===== src/rtl/ysyx_22050854_mul_pkg.sv =====
// ---------------------------------------------------------------------------
// ysyx_22050854_mul_pkg
// Shared definitions for the Booth/Wallace multiplier datapath:
//   - WIDTH          : product width / number of compressor columns
//   - HALF           : width of each half of the split final adder
//   - mul_state_e    : gather-stage FSM encoding (COLLECT/ADD_LO/ADD_HI/DONE)
//   - cpb_is_legal() : the column counts per beat the datapath supports,
//                      shared with the Wallace column stage and the
//                      partial-product transpose
// ---------------------------------------------------------------------------
package ysyx_22050854_mul_pkg;

  localparam int WIDTH = 64;
  localparam int HALF  = WIDTH / 2;

  typedef enum logic [1:0] {
    COLLECT = 2'd0,
    ADD_LO  = 2'd1,
    ADD_HI  = 2'd2,
    DONE    = 2'd3
  } mul_state_e;

  // Columns per beat must divide WIDTH into a power-of-two beat count.
  function automatic bit cpb_is_legal(input int cpb);
    return (cpb == 8) || (cpb == 16) || (cpb == 32) || (cpb == 64);
  endfunction

endpackage


===== src/rtl/ysyx_22050854_add32c.sv =====
// ---------------------------------------------------------------------------
// ysyx_22050854_add32c
// 32-bit ripple/carry-propagate adder with carry-in and carry-out. The gather
// stage time-shares one instance across the low and high product halves.
//   a_i, b_i : 32-bit operands
//   cin_i    : carry in
//   sum_o    : 32-bit sum
//   cout_o   : carry out
// ---------------------------------------------------------------------------
module ysyx_22050854_add32c (
  input  logic [31:0] a_i,
  input  logic [31:0] b_i,
  input  logic        cin_i,
  output logic [31:0] sum_o,
  output logic        cout_o
);

  assign {cout_o, sum_o} = {1'b0, a_i} + {1'b0, b_i} + {32'd0, cin_i};

endmodule


===== src/rtl/ysyx_22050854_mul_gather.sv =====
// ---------------------------------------------------------------------------
// ysyx_22050854_mul_gather
// Back end of the Booth/Wallace multiplier. Collects per-column sum/carry bits
// in beats of COLS_PER_BEAT columns (column order, lowest beat first), builds
// the 64-bit sum and carry rows, does the final carry-propagate add and hands
// the product out over valid/ready.
//
// Ports:
//   clk, rst            : clock, synchronous active-high reset
//   flush               : abandon the product in flight
//   in_valid/in_ready   : beat handshake
//   in_col_s, in_col_c  : sum / carry-out bit per column of the current beat
//   out_valid/out_ready : product handshake
//   out_result          : final product (held while out_valid && !out_ready)
//
// Build option:
//   YSYX_22050854_MUL_GATHER_FASTADD_EN - single-cycle 64-bit final add,
//   removes ADD_HI and the lo_carry register. Default is a 32+32 split add.
// ---------------------------------------------------------------------------
module ysyx_22050854_mul_gather
  import ysyx_22050854_mul_pkg::*;
#(
  parameter int COLS_PER_BEAT = 16
) (
  input  logic                     clk,
  input  logic                     rst,
  input  logic                     flush,
  input  logic                     in_valid,
  output logic                     in_ready,
  input  logic [COLS_PER_BEAT-1:0] in_col_s,
  input  logic [COLS_PER_BEAT-1:0] in_col_c,
  output logic                     out_valid,
  input  logic                     out_ready,
  output logic [WIDTH-1:0]         out_result
);

  localparam int NBEATS = WIDTH / COLS_PER_BEAT;
  localparam int BCW    = (NBEATS > 1) ? $clog2(NBEATS) : 1;
  localparam logic [BCW-1:0] LAST_BEAT = BCW'(NBEATS - 1);

  if (!cpb_is_legal(COLS_PER_BEAT)) begin : g_illegal_cpb
    $error("COLS_PER_BEAT must be 8, 16, 32 or 64");
  end

  mul_state_e       state_q;
  logic [BCW-1:0]   beat_cnt_q;
  logic [WIDTH-1:0] sum_row_q;
  logic [WIDTH-1:0] colc_q;
  logic             out_valid_q;
  logic [WIDTH-1:0] out_result_q;

  // Column i's carry-out feeds column i+1; the carry out of the top column
  // falls off the end because the product is taken mod 2^WIDTH.
  logic [WIDTH-1:0] carry_row;
  logic             colc_unused;
  assign carry_row   = {colc_q[WIDTH-2:0], 1'b0};
  assign colc_unused = colc_q[WIDTH-1];

`ifndef YSYX_22050854_MUL_GATHER_FASTADD_EN
  logic            lo_carry_q;
  logic [HALF-1:0] add_a, add_b, add_sum;
  logic            add_cin, add_cout;

  // One adder serves both halves: low half in ADD_LO, high half plus the
  // saved low-half carry in ADD_HI.
  assign add_a   = (state_q == ADD_LO) ? sum_row_q[HALF-1:0] : sum_row_q[WIDTH-1:HALF];
  assign add_b   = (state_q == ADD_LO) ? carry_row[HALF-1:0] : carry_row[WIDTH-1:HALF];
  assign add_cin = (state_q == ADD_LO) ? 1'b0 : lo_carry_q;

  ysyx_22050854_add32c u_add (
    .a_i    (add_a),
    .b_i    (add_b),
    .cin_i  (add_cin),
    .sum_o  (add_sum),
    .cout_o (add_cout)
  );
`endif

  // NOTE: all state below updates with non-blocking assignments so every
  // register samples pre-edge values regardless of statement order.
  always_ff @(posedge clk) begin
    if (rst) begin
      state_q      <= COLLECT;
      beat_cnt_q   <= '0;
      sum_row_q    <= '0;
      colc_q       <= '0;
      out_valid_q  <= 1'b0;
      out_result_q <= '0;
`ifndef YSYX_22050854_MUL_GATHER_FASTADD_EN
      lo_carry_q   <= 1'b0;
`endif
    end else if (flush) begin
      // Kill beats in flight; out_result is left as-is.
      state_q     <= COLLECT;
      beat_cnt_q  <= '0;
      out_valid_q <= 1'b0;
    end else begin
      case (state_q)
        COLLECT: begin
          if (in_valid) begin
            for (int b = 0; b < NBEATS; b++) begin
              if (beat_cnt_q == BCW'(b)) begin
                sum_row_q[b*COLS_PER_BEAT +: COLS_PER_BEAT] <= in_col_s;
                colc_q[b*COLS_PER_BEAT +: COLS_PER_BEAT]    <= in_col_c;
              end
            end
            if (beat_cnt_q == LAST_BEAT) begin
              beat_cnt_q <= '0;
              state_q    <= ADD_LO;
            end else begin
              beat_cnt_q <= beat_cnt_q + BCW'(1);
            end
          end
        end

`ifdef YSYX_22050854_MUL_GATHER_FASTADD_EN
        ADD_LO: begin
          out_result_q <= sum_row_q + carry_row;
          out_valid_q  <= 1'b1;
          state_q      <= DONE;
        end
`else
        ADD_LO: begin
          {lo_carry_q, out_result_q[HALF-1:0]} <= {add_cout, add_sum};
          state_q <= ADD_HI;
        end

        ADD_HI: begin
          out_result_q[WIDTH-1:HALF] <= add_sum;
          out_valid_q                <= 1'b1;
          state_q                    <= DONE;
        end
`endif

        DONE: begin
          if (out_ready) begin
            out_valid_q <= 1'b0;
            beat_cnt_q  <= '0;
            state_q     <= COLLECT;
          end
        end

        default: begin
          state_q    <= COLLECT;
          beat_cnt_q <= '0;
        end
      endcase
    end
  end

  // in_ready decodes the registered state only, so it carries no input path.
  assign in_ready   = (state_q == COLLECT);
  assign out_valid  = out_valid_q;
  assign out_result = out_result_q;

endmodule

===== config.mk =====
export PLATFORM = sky130hd
export DESIGN_NAME = ysyx_22050854_mul_gather
export DESIGN_NICKNAME = d
export VERILOG_FILES = /design/src/rtl/ysyx_22050854_mul_pkg.sv /design/src/rtl/ysyx_22050854_add32c.sv /design/src/rtl/ysyx_22050854_mul_gather.sv
export SDC_FILE = /design/constraint.sdc
export NUM_CORES = 1
export LEC_CHECK = 0
export CAP_MARGIN = 20
export CORE_MARGIN = 2
export CORE_UTILIZATION = 30
export CTS_BUF_LIST = sky130_fd_sc_hd__clkbuf_8
export DETAILED_ROUTE_END_ITERATION = 7
export GPL_TIMING_DRIVEN = 0
export PLACE_DENSITY = 0.55
export SLEW_MARGIN = 10
export SYNTH_ARGS = -nofsm -noshare
export SYNTH_HDL_FRONTEND = slang
export SYNTH_HIERARCHICAL = 1
export SYNTH_SLANG_ARGS = --single-unit
export TNS_END_PERCENT = 30

===== constraint.sdc =====
create_clock -name clk -period 11.7 [get_ports clk]
set_input_delay 3.51 -clock clk [delete_from_list [all_inputs] [get_ports clk]]
set_output_delay 3.51 -clock clk [all_outputs]
set_load 0.02 [all_outputs]

==> flow_summary.yaml <==
status:
  status: "complete, no violations"
timing:
  fin_crit_sh_pct: 46.35
  hold_viol_final: 0
  period_minus_slack_ns: 5.422
  finClkSkew_ns: 0.01701
  fmax_mhz: 184.4
  tns_ns: 0
  setup_violations: 0
  relSlewSlack_pct: 57.90
  worstMarginPinSlew_ns: 0.6315
  maxSlewViolCount: 0
  rsz0062_at_grt: "false"
clock_tree:
  cts_sinks: 197
  cts_resized: 0
  cts_buffers: 17
  clock_path_buffers: 2
  cts_tree: "done"
  clk_pin_slew_ns: 0.10
  holdBufCountCts: 0
  clk_latency_ns: 0.48
  cts_root_buf: "clkbuf_8"
  postCtsSetupBuffers: 0
  htreeDepth: 4
detailed_routing:
  vias_per_cell: 4.895
  drc: 0
  final_antenna_net_count: 0
  vias: 8507
  wl_um: 29260
  routedWlPerCell_um: 16.84
  drtPass1Iterations: 5
  drtIter0Drc: 562
global_routing:
  grt_max_degree: 18
  grt.overflow.total: 0
  grt_usage_pct: 17.74
  grt_pass1_vias: 7999
  grt_pass1_wl_um: 45620
  antenna_found_initial: 0
finish:
  layout-drive-gt1-share_pct: 11.68
  nFillCells: 3372
  multi_input_area_um2: 5176
  nNetsFinal: 1403
  regArea_um2: 3944
  areaGrowthSynthToFinish_pct: 20.26
  n_antenna_cell: 0
  final_util_pct: 36.58
place:
  port_buffers: 101
  hpwl_um: 22580
  place_congestion: 0.8719
power_and_ir_drop:
  power.density_cell_area_nw_per_um2: 106.3
  irDropWorstVdd_uv: 63.59
  p_leak_nw: 4.374
critical_path:
  end_kind: "primary output"
  crit_path_max_fanout: 6
  worstPathRequired_ns: 8.19
  path_class: "reg -> out"
  cp-start-kind: "flip-flop"
  crit_arrival_ns: 1.91
floorplan:
  die_area_um2: 33450
  row_count: 65
  pin_count: 103
  core_um2: 31560
  die-width_um: 182.9
  start_util_pct: 30.42
  die_h_um: 182.9
synthesis:
  synth_seq_cells: 197
  synth_warnings: 6
  synthFlopType: "dfxtp_1"
  async_flop_share_pct: 0
  synth_cell_type_count: 58
  yosysTopAreaCell: "dfxtp_1"
  synth_area_leaders: "dfxtp_1, nand2_1, a21oi_1, mux2_2, ha_1"
  syn_area_um2: 9599
  synth_top_area_share_pct: 41.08
  postSynthAreaPerCell_um2: 7.979
  synth_edf_count: 0
  synthCells: 1203
  syn_nets: 1283
  yosysSeqAreaShare_pct: 41.08
job:
  cap_violations: 0
worst_hold_path:
  hold_class: "reg -> reg"
-- worst max-delay path: stages (launching register included) --
cell	delay (ns)
dfxtp_1	0.35
inv_1	0.13
ha_1	0.29
clkdlybuf4s50_1	0.66
-- synth_stat cells (3+ instances only) --
| master | n |
|---|---|
| clkbuf_1 | 35 |
| nor2b_1 | 5 |
| and4b_2 | 3 |
| nand2_1 | 408 |
| a21oi_1 | 221 |
| nand3_1 | 7 |
| a21o_1 | 23 |
| dfxtp_1 | 197 |
| o21bai_1 | 4 |
| and3_1 | 3 |
| nand4b_1 | 4 |
| or3_1 | 3 |
| ha_1 | 41 |
| xor2_1 | 13 |
| buf_2 | 37 |
| o21ai_0 | 18 |
| o31ai_1 | 3 |
| mux2_2 | 64 |
| inv_1 | 9 |
| a31oi_1 | 7 |
| a211oi_1 | 3 |
| nand2b_1 | 7 |
| nand4_1 | 4 |
| xnor2_1 | 14 |
| mux2i_1 | 3 |
| buf_4 | 3 |
| nor2_1 | 16 |
| buf_6 | 9 |
-- routing by layer --
metal  track usage, %  share of wire, %
met1            25.21                50
met3            2.959               4.5
met2            28.12                45
met4            4.128               1.2
met5                0                 0
-- kinds of logic after synthesis --
| logic type | after synthesis | synth area share [%] |
|---|---|---|
| AOI/OAI and AO/OA | 303 | 17.81 |
| muxes | 67 | 7.821 |
| DFF | 197 | 41.08 |
| xor gates and xnor gates | 27 | 2.464 |
| buffers and inverters | 94 | 4.992 |
| adders and majority gates | 43 | 5.761 |
| and+or+nand+nor | 472 | 20.07 |
-- per-stage QoR --
stage | setup slack (ns) | cells | instance area [um^2] | hold slack [ns] | power [mW]
3_3_place_gp | 6.335 | 1706 | 11110 | 0.4383 | 0.7588
5_1_grt | 6.203 | 1738 | 11540 | 0.4779 | 1.274
4_1_cts | 6.249 | 1738 | 11540 | 0.4557 | 1.239
2_1_floorplan | 7.285 | 1203 | 9599 | 0.4318 | 0.7234
3_5_place_dp | 6.322 | 1706 | 11110 | 0.4428 | 0.7591
6_report | 6.278 | 1738 | 11540 | 0.4552 | 1.227
-- power breakdown --
| part | leakage (nW) | switching [mW] | total (mW) | internal [mW] |
|---|---|---|---|---|
| Combinational | 2.57 | 0.0406 | 0.0626 | 0.0221 |
| Clock | 0.217 | 0.257 | 0.483 | 0.226 |
| Sequential | 1.59 | 0.00356 | 0.681 | 0.677 |
| Total | 4.37 | 0.301 | 1.23 | 0.926 |
-- cell usage in the layout, fill, tap and decap left out, drive strengths merged, types with 3 or more instances in the layout --
master and count:
and3 3, bufinv 3, nand2b 7, or3 3
xor2 13, xnor2 14, a2111oi 3, dfxtp 197
nand3 7, clkbuf 55, o21ai 18, nand4b 4
inv 15, and4b 4, o21bai 4, nor2b 6
mux2 64, nand4 4, a211oi 3, a31oi 7
a21oi 223, clkdlybuf4s50 101, mux2i 3, o31ai 4
a21o 23, buf 49, nand2 408, nor2 16
ha 41
-- worst paths after layout --
path	end	cells past startpoint	from	slack, ns
worst min register to register	sum_row_q[54]	2	sum_row_q[54]	0.46
worst max register to register	lo_carry_q	16	state_q[1]	7.16
worst max-delay path	in_ready	3	state_q[0]	6.28
worst min-delay path	sum_row_q[54]	2	sum_row_q[54]	0.46
-- state kept, by name, summed over array words and instances, names as in the netlist --
register,cells
out_result,64
sum_row_q,64
colc_q,63
beat_cnt_q,2
state_q,2
lo_carry_q,1
out_valid,1
-- layout make-up --
type	instances	area share [%]
Buffer	85	3.859
Clock inverter	13	1.463
Sequential cell	197	34.16
Clock buffer	19	2.265
Multi-Input combinational cell	912	44.84
Inverter	9	0.2927
Tap cell	402	4.357
Timing Repair Buffer	101	8.758
(Power assumes the default switching activity.)
